## config.mk

```make
export PLATFORM = sky130hd
export DESIGN_NAME = and_nina_d2_k2_flat
export DESIGN_NICKNAME = d
export VERILOG_FILES = /design/src/rtl/nina_pkg.sv /design/src/rtl/and_nina_d2_k2_if.sv /design/src/rtl/dom_and_copy.sv /design/src/rtl/and_nina_d2_k2.sv /design/src/flat_wrapper.sv
export SDC_FILE = /design/constraint.sdc
export NUM_CORES = 1
export LEC_CHECK = 0
export BUFFER_PORTS_ARGS = -buffer_cell sky130_fd_sc_hd__buf_2
export CAP_MARGIN = 25
export CORE_MARGIN = 2
export CORE_UTILIZATION = 56
export CTS_BUF_LIST = sky130_fd_sc_hd__clkbuf_16
export CTS_CLUSTER_DIAMETER = 200
export DETAILED_ROUTE_END_ITERATION = 16
export PLACE_DENSITY = 0.84
export RECOVER_POWER = 25
export SYNTH_ARGS = -nofsm -noshare
export SYNTH_HDL_FRONTEND = slang
export SYNTH_SLANG_ARGS = --single-unit
```

## constraint.sdc

```tcl
create_clock -name clk -period 3.3 [get_ports clk]
set_clock_uncertainty 0.05 [all_clocks]
set_input_delay 0.165 -clock clk [delete_from_list [all_inputs] [get_ports clk]]
set_output_delay 0.165 -clock clk [all_outputs]
set_load 0.03 [all_outputs]
```

## src/rtl/nina_pkg.sv

```systemverilog
// rtl/nina_pkg.sv - shared constants, types and helpers for the NINA masked gadgets
//
// Purpose : common share/copy encoding used by the NINA XOR and AND gadgets.
//           A share bit is carried as NCOPY identical copies; a fault-free
//           share is therefore either ENC0 (all copies 0) or ENC1 (all 1).
// Ports   : none (package).
package nina_pkg;

  localparam int NSHARE = 3;  // d+1 shares, d = 2
  localparam int NCOPY  = 3;  // k+1 redundant copies, k = 2
  localparam int NRAND  = 3;  // one fresh random bit per share pair (01, 02, 12)

  typedef logic [NCOPY-1:0] share_t;

  localparam share_t ENC0 = 3'b000;
  localparam share_t ENC1 = 3'b111;

  // True when every copy of a share bit agrees.
  function automatic logic is_enc(share_t s);
    return (s == ENC0) || (s == ENC1);
  endfunction

endpackage

```

## src/rtl/and_nina_d2_k2_if.sv

```systemverilog
// rtl/and_nina_d2_k2_if.sv - share/copy bus between an environment and the NINA AND gadget
//
// Purpose : bundles the valid strobes, operand shares, randomness and result
//           shares of and_nina_d2_k2. Every share/random field is NCOPY wide,
//           bit j being redundant copy j.
// Signals : in_valid, port_a_0..2, port_b_0..2, port_r_01/02/12 (environment -> gadget)
//           out_valid, port_c_0..2, err                      (gadget -> environment)
// Modports: master = environment side, slave = gadget side.
interface and_nina_d2_k2_if;
  import nina_pkg::*;

  logic   in_valid;
  share_t port_a_0;
  share_t port_a_1;
  share_t port_a_2;
  share_t port_b_0;
  share_t port_b_1;
  share_t port_b_2;
  share_t port_r_01;
  share_t port_r_02;
  share_t port_r_12;

  logic   out_valid;
  share_t port_c_0;
  share_t port_c_1;
  share_t port_c_2;
  logic   err;

  modport master (
    output in_valid,
    output port_a_0, port_a_1, port_a_2,
    output port_b_0, port_b_1, port_b_2,
    output port_r_01, port_r_02, port_r_12,
    input  out_valid,
    input  port_c_0, port_c_1, port_c_2,
    input  err
  );

  modport slave (
    input  in_valid,
    input  port_a_0, port_a_1, port_a_2,
    input  port_b_0, port_b_1, port_b_2,
    input  port_r_01, port_r_02, port_r_12,
    output out_valid,
    output port_c_0, port_c_1, port_c_2,
    output err
  );

endinterface

```

## src/rtl/dom_and_copy.sv

```systemverilog
// rtl/dom_and_copy.sv - single-copy 3-share DOM-indep AND with two register stages
//
// Purpose : computes one redundant copy of c = a AND b in 3 shares.
//           Stage 1 registers the inner products p_ii and the re-masked
//           cross products z_ik; stage 2 compresses them into the output
//           shares. Only registered operands reach the compression XOR, so
//           glitches on the inputs cannot combine unmasked values.
// Ports   : clk, rst           clock, synchronous active-high reset
//           in_valid_i         inputs valid this cycle
//           a_i[i], b_i[i]     share i of operands a and b (this copy)
//           r_i[0/1/2]         fresh random bit for share pair 01 / 02 / 12
//           c_o[i]             share i of the result (this copy)
//           out_valid_o        c_o holds a new result
module dom_and_copy
  import nina_pkg::*;
(
  input  logic              clk,
  input  logic              rst,
  input  logic              in_valid_i,
  input  logic [NSHARE-1:0] a_i,
  input  logic [NSHARE-1:0] b_i,
  input  logic [NRAND-1:0]  r_i,
  output logic [NSHARE-1:0] c_o,
  output logic              out_valid_o
);

  // Stage 1 state
  logic [NSHARE-1:0] p_q, p_d;
  logic              z01_q, z01_d;
  logic              z10_q, z10_d;
  logic              z02_q, z02_d;
  logic              z20_q, z20_d;
  logic              z12_q, z12_d;
  logic              z21_q, z21_d;
  logic              v1_q, v1_d;

  // Stage 2 state
  logic [NSHARE-1:0] c_q, c_d;
  logic              vo_q, vo_d;

  always_comb begin
    p_d   = p_q;
    z01_d = z01_q;
    z10_d = z10_q;
    z02_d = z02_q;
    z20_d = z20_q;
    z12_d = z12_q;
    z21_d = z21_q;
    c_d   = c_q;

    // Both cross terms of a pair share the same random bit; it cancels
    // in the unmasked sum but keeps every register value masked.
    if (in_valid_i) begin
      p_d   = a_i & b_i;
      z01_d = (a_i[0] & b_i[1]) ^ r_i[0];
      z10_d = (a_i[1] & b_i[0]) ^ r_i[0];
      z02_d = (a_i[0] & b_i[2]) ^ r_i[1];
      z20_d = (a_i[2] & b_i[0]) ^ r_i[1];
      z12_d = (a_i[1] & b_i[2]) ^ r_i[2];
      z21_d = (a_i[2] & b_i[1]) ^ r_i[2];
    end
    v1_d = in_valid_i;

    if (v1_q) begin
      c_d[0] = p_q[0] ^ z01_q ^ z02_q;
      c_d[1] = p_q[1] ^ z10_q ^ z12_q;
      c_d[2] = p_q[2] ^ z20_q ^ z21_q;
    end
    vo_d = v1_q;
  end

  always_ff @(posedge clk) begin
    if (rst) begin
      p_q   <= '0;
      z01_q <= 1'b0;
      z10_q <= 1'b0;
      z02_q <= 1'b0;
      z20_q <= 1'b0;
      z12_q <= 1'b0;
      z21_q <= 1'b0;
      v1_q  <= 1'b0;
      c_q   <= '0;
      vo_q  <= 1'b0;
    end else begin
      p_q   <= p_d;
      z01_q <= z01_d;
      z10_q <= z10_d;
      z02_q <= z02_d;
      z20_q <= z20_d;
      z12_q <= z12_d;
      z21_q <= z21_d;
      v1_q  <= v1_d;
      c_q   <= c_d;
      vo_q  <= vo_d;
    end
  end

  assign c_o         = c_q;
  assign out_valid_o = vo_q;

endmodule

```

## src/rtl/and_nina_d2_k2.sv

```systemverilog
// rtl/and_nina_d2_k2.sv - masked (d=2) fault-redundant (k=2) AND gadget, 2-cycle pipeline
//
// Purpose : one dom_and_copy per redundant copy, each fed bit j of every
//           share, plus a sticky error flag raised when any valid result
//           share has copies that disagree.
// Ports   : clk   clock, rising edge
//           rst   synchronous active-high reset
//           bus   and_nina_d2_k2_if.slave:
//                   in  in_valid, port_a_0..2, port_b_0..2, port_r_01/02/12
//                   out out_valid, port_c_0..2, err
module and_nina_d2_k2
  import nina_pkg::*;
(
  input  logic              clk,
  input  logic              rst,
  and_nina_d2_k2_if.slave   bus
);

  logic [NCOPY-1:0]  vld_w;
  logic [NSHARE-1:0] c_w [NCOPY];
  share_t            c0_w, c1_w, c2_w;

  for (genvar j = 0; j < NCOPY; j++) begin : g_copy
    dom_and_copy u_dom (
      .clk         (clk),
      .rst         (rst),
      .in_valid_i  (bus.in_valid),
      .a_i         ({bus.port_a_2[j], bus.port_a_1[j], bus.port_a_0[j]}),
      .b_i         ({bus.port_b_2[j], bus.port_b_1[j], bus.port_b_0[j]}),
      .r_i         ({bus.port_r_12[j], bus.port_r_02[j], bus.port_r_01[j]}),
      .c_o         (c_w[j]),
      .out_valid_o (vld_w[j])
    );

    // Regroup from per-copy vectors back into per-share vectors.
    assign c0_w[j] = c_w[j][0];
    assign c1_w[j] = c_w[j][1];
    assign c2_w[j] = c_w[j][2];
  end

  // All copies share the same valid pipeline; they agree by construction.
  assign bus.out_valid = &vld_w;
  assign bus.port_c_0  = c0_w;
  assign bus.port_c_1  = c1_w;
  assign bus.port_c_2  = c2_w;

  // Sticky mismatch flag: evaluated on the registered outputs, so it rises
  // on the edge after a bad result appears and holds until reset.
  logic err_q, err_d;
  logic mismatch_w;

  always_comb begin
    mismatch_w = !(is_enc(c0_w) && is_enc(c1_w) && is_enc(c2_w));
    err_d      = err_q | (bus.out_valid & mismatch_w);
  end

  always_ff @(posedge clk) begin
    if (rst) begin
      err_q <= 1'b0;
    end else begin
      err_q <= err_d;
    end
  end

  assign bus.err = err_q;

endmodule

```

## src/flat_wrapper.sv

```systemverilog
// flat-port wrapper written by rule: the top's interface ports become plain ports
module and_nina_d2_k2_flat import nina_pkg::*;
  (clk, rst, bus_in_valid, bus_port_a_0, bus_port_a_1, bus_port_a_2, bus_port_b_0, bus_port_b_1, bus_port_b_2, bus_port_r_01, bus_port_r_02, bus_port_r_12, bus_out_valid, bus_port_c_0, bus_port_c_1, bus_port_c_2, bus_err);
  and_nina_d2_k2_if bus_i ();
  input  logic clk;
  input  logic rst;
  input wire logic [$bits(bus_i.in_valid)-1:0] bus_in_valid;
  input wire logic [$bits(bus_i.port_a_0)-1:0] bus_port_a_0;
  input wire logic [$bits(bus_i.port_a_1)-1:0] bus_port_a_1;
  input wire logic [$bits(bus_i.port_a_2)-1:0] bus_port_a_2;
  input wire logic [$bits(bus_i.port_b_0)-1:0] bus_port_b_0;
  input wire logic [$bits(bus_i.port_b_1)-1:0] bus_port_b_1;
  input wire logic [$bits(bus_i.port_b_2)-1:0] bus_port_b_2;
  input wire logic [$bits(bus_i.port_r_01)-1:0] bus_port_r_01;
  input wire logic [$bits(bus_i.port_r_02)-1:0] bus_port_r_02;
  input wire logic [$bits(bus_i.port_r_12)-1:0] bus_port_r_12;
  output wire logic [$bits(bus_i.out_valid)-1:0] bus_out_valid;
  output wire logic [$bits(bus_i.port_c_0)-1:0] bus_port_c_0;
  output wire logic [$bits(bus_i.port_c_1)-1:0] bus_port_c_1;
  output wire logic [$bits(bus_i.port_c_2)-1:0] bus_port_c_2;
  output wire logic [$bits(bus_i.err)-1:0] bus_err;
  assign bus_i.in_valid = bus_in_valid;
  assign bus_i.port_a_0 = bus_port_a_0;
  assign bus_i.port_a_1 = bus_port_a_1;
  assign bus_i.port_a_2 = bus_port_a_2;
  assign bus_i.port_b_0 = bus_port_b_0;
  assign bus_i.port_b_1 = bus_port_b_1;
  assign bus_i.port_b_2 = bus_port_b_2;
  assign bus_i.port_r_01 = bus_port_r_01;
  assign bus_i.port_r_02 = bus_port_r_02;
  assign bus_i.port_r_12 = bus_port_r_12;
  assign bus_out_valid = bus_i.out_valid;
  assign bus_port_c_0 = bus_i.port_c_0;
  assign bus_port_c_1 = bus_i.port_c_1;
  assign bus_port_c_2 = bus_i.port_c_2;
  assign bus_err = bus_i.err;
  and_nina_d2_k2 u_core (.clk(clk), .rst(rst), .bus(bus_i));
endmodule
```

==> implementation parameters <==
Parameter                              Value

Critical path
  Setup crit start kind ... input port
  Endpoint required time on the critical path ... 3.43 ns
  Buffers plus inverters on the worst setup path ... 1
  Critical path endpoint category ... flop
  Worst Setup Path Type ... in2reg
  Worst R2R Setup Slack ... 2.11 ns
  Top fanout value on the critical path ... 55
  End of the worst register-to-register path ... u_core.bus.err
  Master of the slowest instance on the critical path ... sky130_fd_sc_hd__clkbuf_1
  Beginning of the worst register-to-register path ... u_core.g_copy[0].u_dom.c_o[0]
  CP arrival ... 1.94 ns
  CP peak stage delay ... 1.34 ns
  Chain of cells forming the critical path ... clkbuf_1 > nor2_1 > a211oi_1
  CP delay by family, top ... buffers and inverters
  Number of cells traversed by the worst register-to-register path ... 3

Logic synthesis
  Post-synthesis cell type count ... 18
  Synthesis warning total ... 0
  Post-synthesis average cell area ... 8.88 um^2
  Top cell type's share of synthesized area ... 44.4%
  Sequential share of the synthesized area ... 44.4%
  Number of storage elements in the synthesis netlist ... 39
  Netlist Area Pre-Place ... 1760 um^2
  Area leader, netlist ... sky130_fd_sc_hd__dfxtp_1
  Synthesized Nets ... 228
  Synth Instances ... 198
  Dominant cells by area after synthesis ... sky130_fd_sc_hd__dfxtp_1 (44%), sky130_fd_sc_hd__xor2_1 (13%), sky130_fd_sc_hd__a211oi_1 (8.1%), sky130_fd_sc_hd__nand2b_1 (6.8%), sky130_fd_sc_hd__xnor2_1 (4.5%)

Power and ir drop
  Highest ir drop seen on vdd ... 322 uV
  Fraction of power consumed by sequential logic ... 43.2%
  Switching fraction of total power ... 23.5%
  Power per standard cell area ... 576 nW/um^2
  Internal Power ... 0.931 mW
  Net switching power of the design ... 0.286 mW
  Cell leakage power ... 0.885 nW
  Clock network fraction of design power ... 43.0%
  Combinational Power Share ... 13.8%

Global route
  Maximum number of pins on one net before global-route repair ... 56
  GR Overflow Total ... 0
  First-pass GRT wire length ... 5360 um
  Vias in the first global route ... 1,302
  GRT Overall Usage ... 20.4%
  Initial antenna violation count ... 0

Min path
  Beginning of the worst hold path ... bus_port_a_0[0]
  Hold path depth ... 3
  Hold crit path type ... in2reg
  End of the worst hold path ... u_core.g_copy[0].u_dom.p_q[0]

Clock network
  TritonCTS clock tree ... done
  Number of sinks on the clock net ... 39
  Post-CTS Setup Repair Bufs ... 0
  Number of gates given a new drive strength after cts ... 0
  Maximum buffer depth of the clock tree ... 2
  Clock latency of the later-clocked register in the worst-skew pair ... 0.28 ns
  Total CTS buffers ... 5
  Clock-pin transition on the worst setup and hold timing paths ... 0.05 ns
  Hold-fix buffers, CTS ... 0
  Root Buffer ... sky130_fd_sc_hd__clkbuf_16
  H-tree depth reported by CTS ... 2

Floorplan
  Number of placement rows ... 20
  # IOs ... 41
  Die Outline Area ... 3600 um^2
  Width of the die ... 60.0 um
  Effective utilization at floorplan ... 58.1%
  Std-Cell Core Area ... 3030 um^2
  Die Span Y ... 60.0 um

Cells and area
  Most frequent standard cell in the layout excluding fill and tap cells ... sky130_fd_sc_hd__dfxtp_1
  Total number of nets in the final design ... 264
  Area grow syn2layout ... 20.3%
  Ratio of cells with drive above 1 in the final layout ... 18.7%
  Summed area of non-filler cells in the final layout ... 2110 um^2
  Final antenna diode count ... 0
  Number of inserted filler cells in the final layout ... 246
  Most used cells in the layout excluding fill and tap cells ... sky130_fd_sc_hd__dfxtp_1 (39), sky130_fd_sc_hd__buf_2 (37), sky130_fd_sc_hd__xor2_1 (27)

Route
  Violation count after the first detailed-routing iteration ... 76
  Detailed-route wire length ... 3150 um
  First-pass DRT Iterations ... 4
  Detail Route Antenna Nets ... 0
  Per-cell routed wire length ... 11.3 um
  Ratio of routed vias to standard cells ... 5.15
  DR vias ... 1,438
  Remaining design rule violation count ... 0

Placed design
  Area post-placement ... 1950 um^2
  Final Wtd Congestion ... 0.734
  Worst slack, placed ... 1.89 ns
  DPL Wire Length ... 2220 um
  IO buf count ... 40

STA
  Highest clock rate ... 552 MHz
  Number of pins with negative max-slew slack in the final report ... 56
  Minimum clock period after layout ... 1.81 ns
  Final setup viols ... 0
  Transition time of the tightest slew-check pin ... 1.89 ns
  Fraction of the cycle the final worst path needs ... 54.9%
  Final hold violations ... 0
  Final TNS setup ... 0 ns
  Setup slack after layout ... 1.49 ns
  Worst rel slew slack ... -26.3%
  Setup repair after global routing missed its margin ... false

Flow run
  Max-capacitance violation count ... 1

Outcome
  Result of the run ... complete, but fails checks
  Violations in the final reports ... capacitance limit, slew limit
[cell type report]
cell class | instances | area (um^2) | share of cell area, %
Multi-Input combinational cell | 147 | 915 | 43.3
Clock buffer | 5 | 125 | 5.92
Tap cell | 44 | 55.1 | 2.60
Sequential cell | 39 | 781 | 36.9
Inverter | 1 | 3.75 | 0.178
Clock inverter | 3 | 38.8 | 1.83
Timing Repair Buffer | 40 | 196 | 9.29
[flip-flops by register name (all words and copies together), names as in the netlist]
register	flops
u_core.g_copy.u_dom.z10_q	3
u_core.g_copy.u_dom.v1_q	1
u_core.g_copy.u_dom.p_q	9
u_core.bus.err	1
u_core.g_copy.u_dom.c_o	9
u_core.g_copy.u_dom.z02_q	3
u_core.g_copy.u_dom.z21_q	3
u_core.g_copy.u_dom.z20_q	3
u_core.g_copy.u_dom.z01_q	3
u_core.g_copy.u_dom.out_valid_o	1
u_core.g_copy.u_dom.z12_q	3
[Yosys cell counts]
cell type and n:
sky130_fd_sc_hd__xor2_1 27, sky130_fd_sc_hd__dfxtp_1 39, sky130_fd_sc_hd__nor2_1 19, sky130_fd_sc_hd__nand3_1 12, sky130_fd_sc_hd__o22ai_1 9, sky130_fd_sc_hd__buf_4 3, sky130_fd_sc_hd__nand2b_1 19, sky130_fd_sc_hd__a211oi_1 19
sky130_fd_sc_hd__buf_1 1, sky130_fd_sc_hd__xnor2_1 9, sky130_fd_sc_hd__nor2b_1 1, sky130_fd_sc_hd__or3_1 3, sky130_fd_sc_hd__inv_1 1, sky130_fd_sc_hd__a22oi_1 1, sky130_fd_sc_hd__clkbuf_1 2, sky130_fd_sc_hd__a21oi_1 10
sky130_fd_sc_hd__buf_2 5, sky130_fd_sc_hd__nand2_1 18
[per-layer routing]
metal	global-route usage [%]	share of wire (%)
met1	24.9	47
met2	32.6	48
met3	5.84	4.3
met4	10.5	1.4
met5	0	0
[logic make-up (layout without fill, tap and decap cells)]
kind of cell | Yosys count | count (layout) | share of synthesized area [%]
AO/OA/AOI/OAI | 39 | 39 | 14.6
XOR/XNOR | 36 | 36 | 17.9
buffers and inverters | 12 | 49 | 3.56
flip-flops | 39 | 39 | 44.4
AND/OR/NAND/NOR | 72 | 72 | 19.5
[power groups by stage]
stage / registers (mW) / clock network [mW] / logic, mW
floorplan: 0.549 / 0 / 0.105
CTS: 0.526 / 0.537 / 0.169
detailed placement: 0.536 / 0 / 0.168
finish: 0.526 / 0.523 / 0.168
global placement: 0.535 / 0 / 0.165
global route: 0.530 / 0.560 / 0.188
[through the flow]
stage               utilization (%)  instances  hold slack, ns  total power [mW]
CTS                            70.0        279           0.128              1.23
detailed placement             64.5        271           0.419             0.704
finish                         69.8        279           0.133              1.22
global placement               64.5        271           0.416             0.700
global route                   69.8        279           0.133              1.28
floorplan                         -        198           0.279             0.654
[worst max-delay path by stage]
stage,cells past startpoint,slack [ns],from,end
after floorplan,3,2.07,u_core.g_copy[0].u_dom.c_o[0],u_core.bus.err
final,3,1.49,bus_in_valid,u_core.g_copy[1].u_dom.z20_q
after CTS,3,2.09,u_core.g_copy[0].u_dom.c_o[0],u_core.bus.err
after global placement,3,1.88,rst,u_core.g_copy[2].u_dom.c_o[2]
after detailed placement,3,1.89,rst,u_core.g_copy[0].u_dom.c_o[0]
after global routing,3,1.19,bus_in_valid,u_core.g_copy[1].u_dom.z02_q
[worst register-to-register path, delay by kind of cell, from the launching register on]
| family | cells | cell delay, ns |
|---|---|---|
| flip-flops | 1 | 0.32 |
| AND/OR/NAND/NOR | 1 | 0.37 |
| AO/OA/AOI/OAI | 2 | 0.30 |
Power figures use the tool's default switching activity.
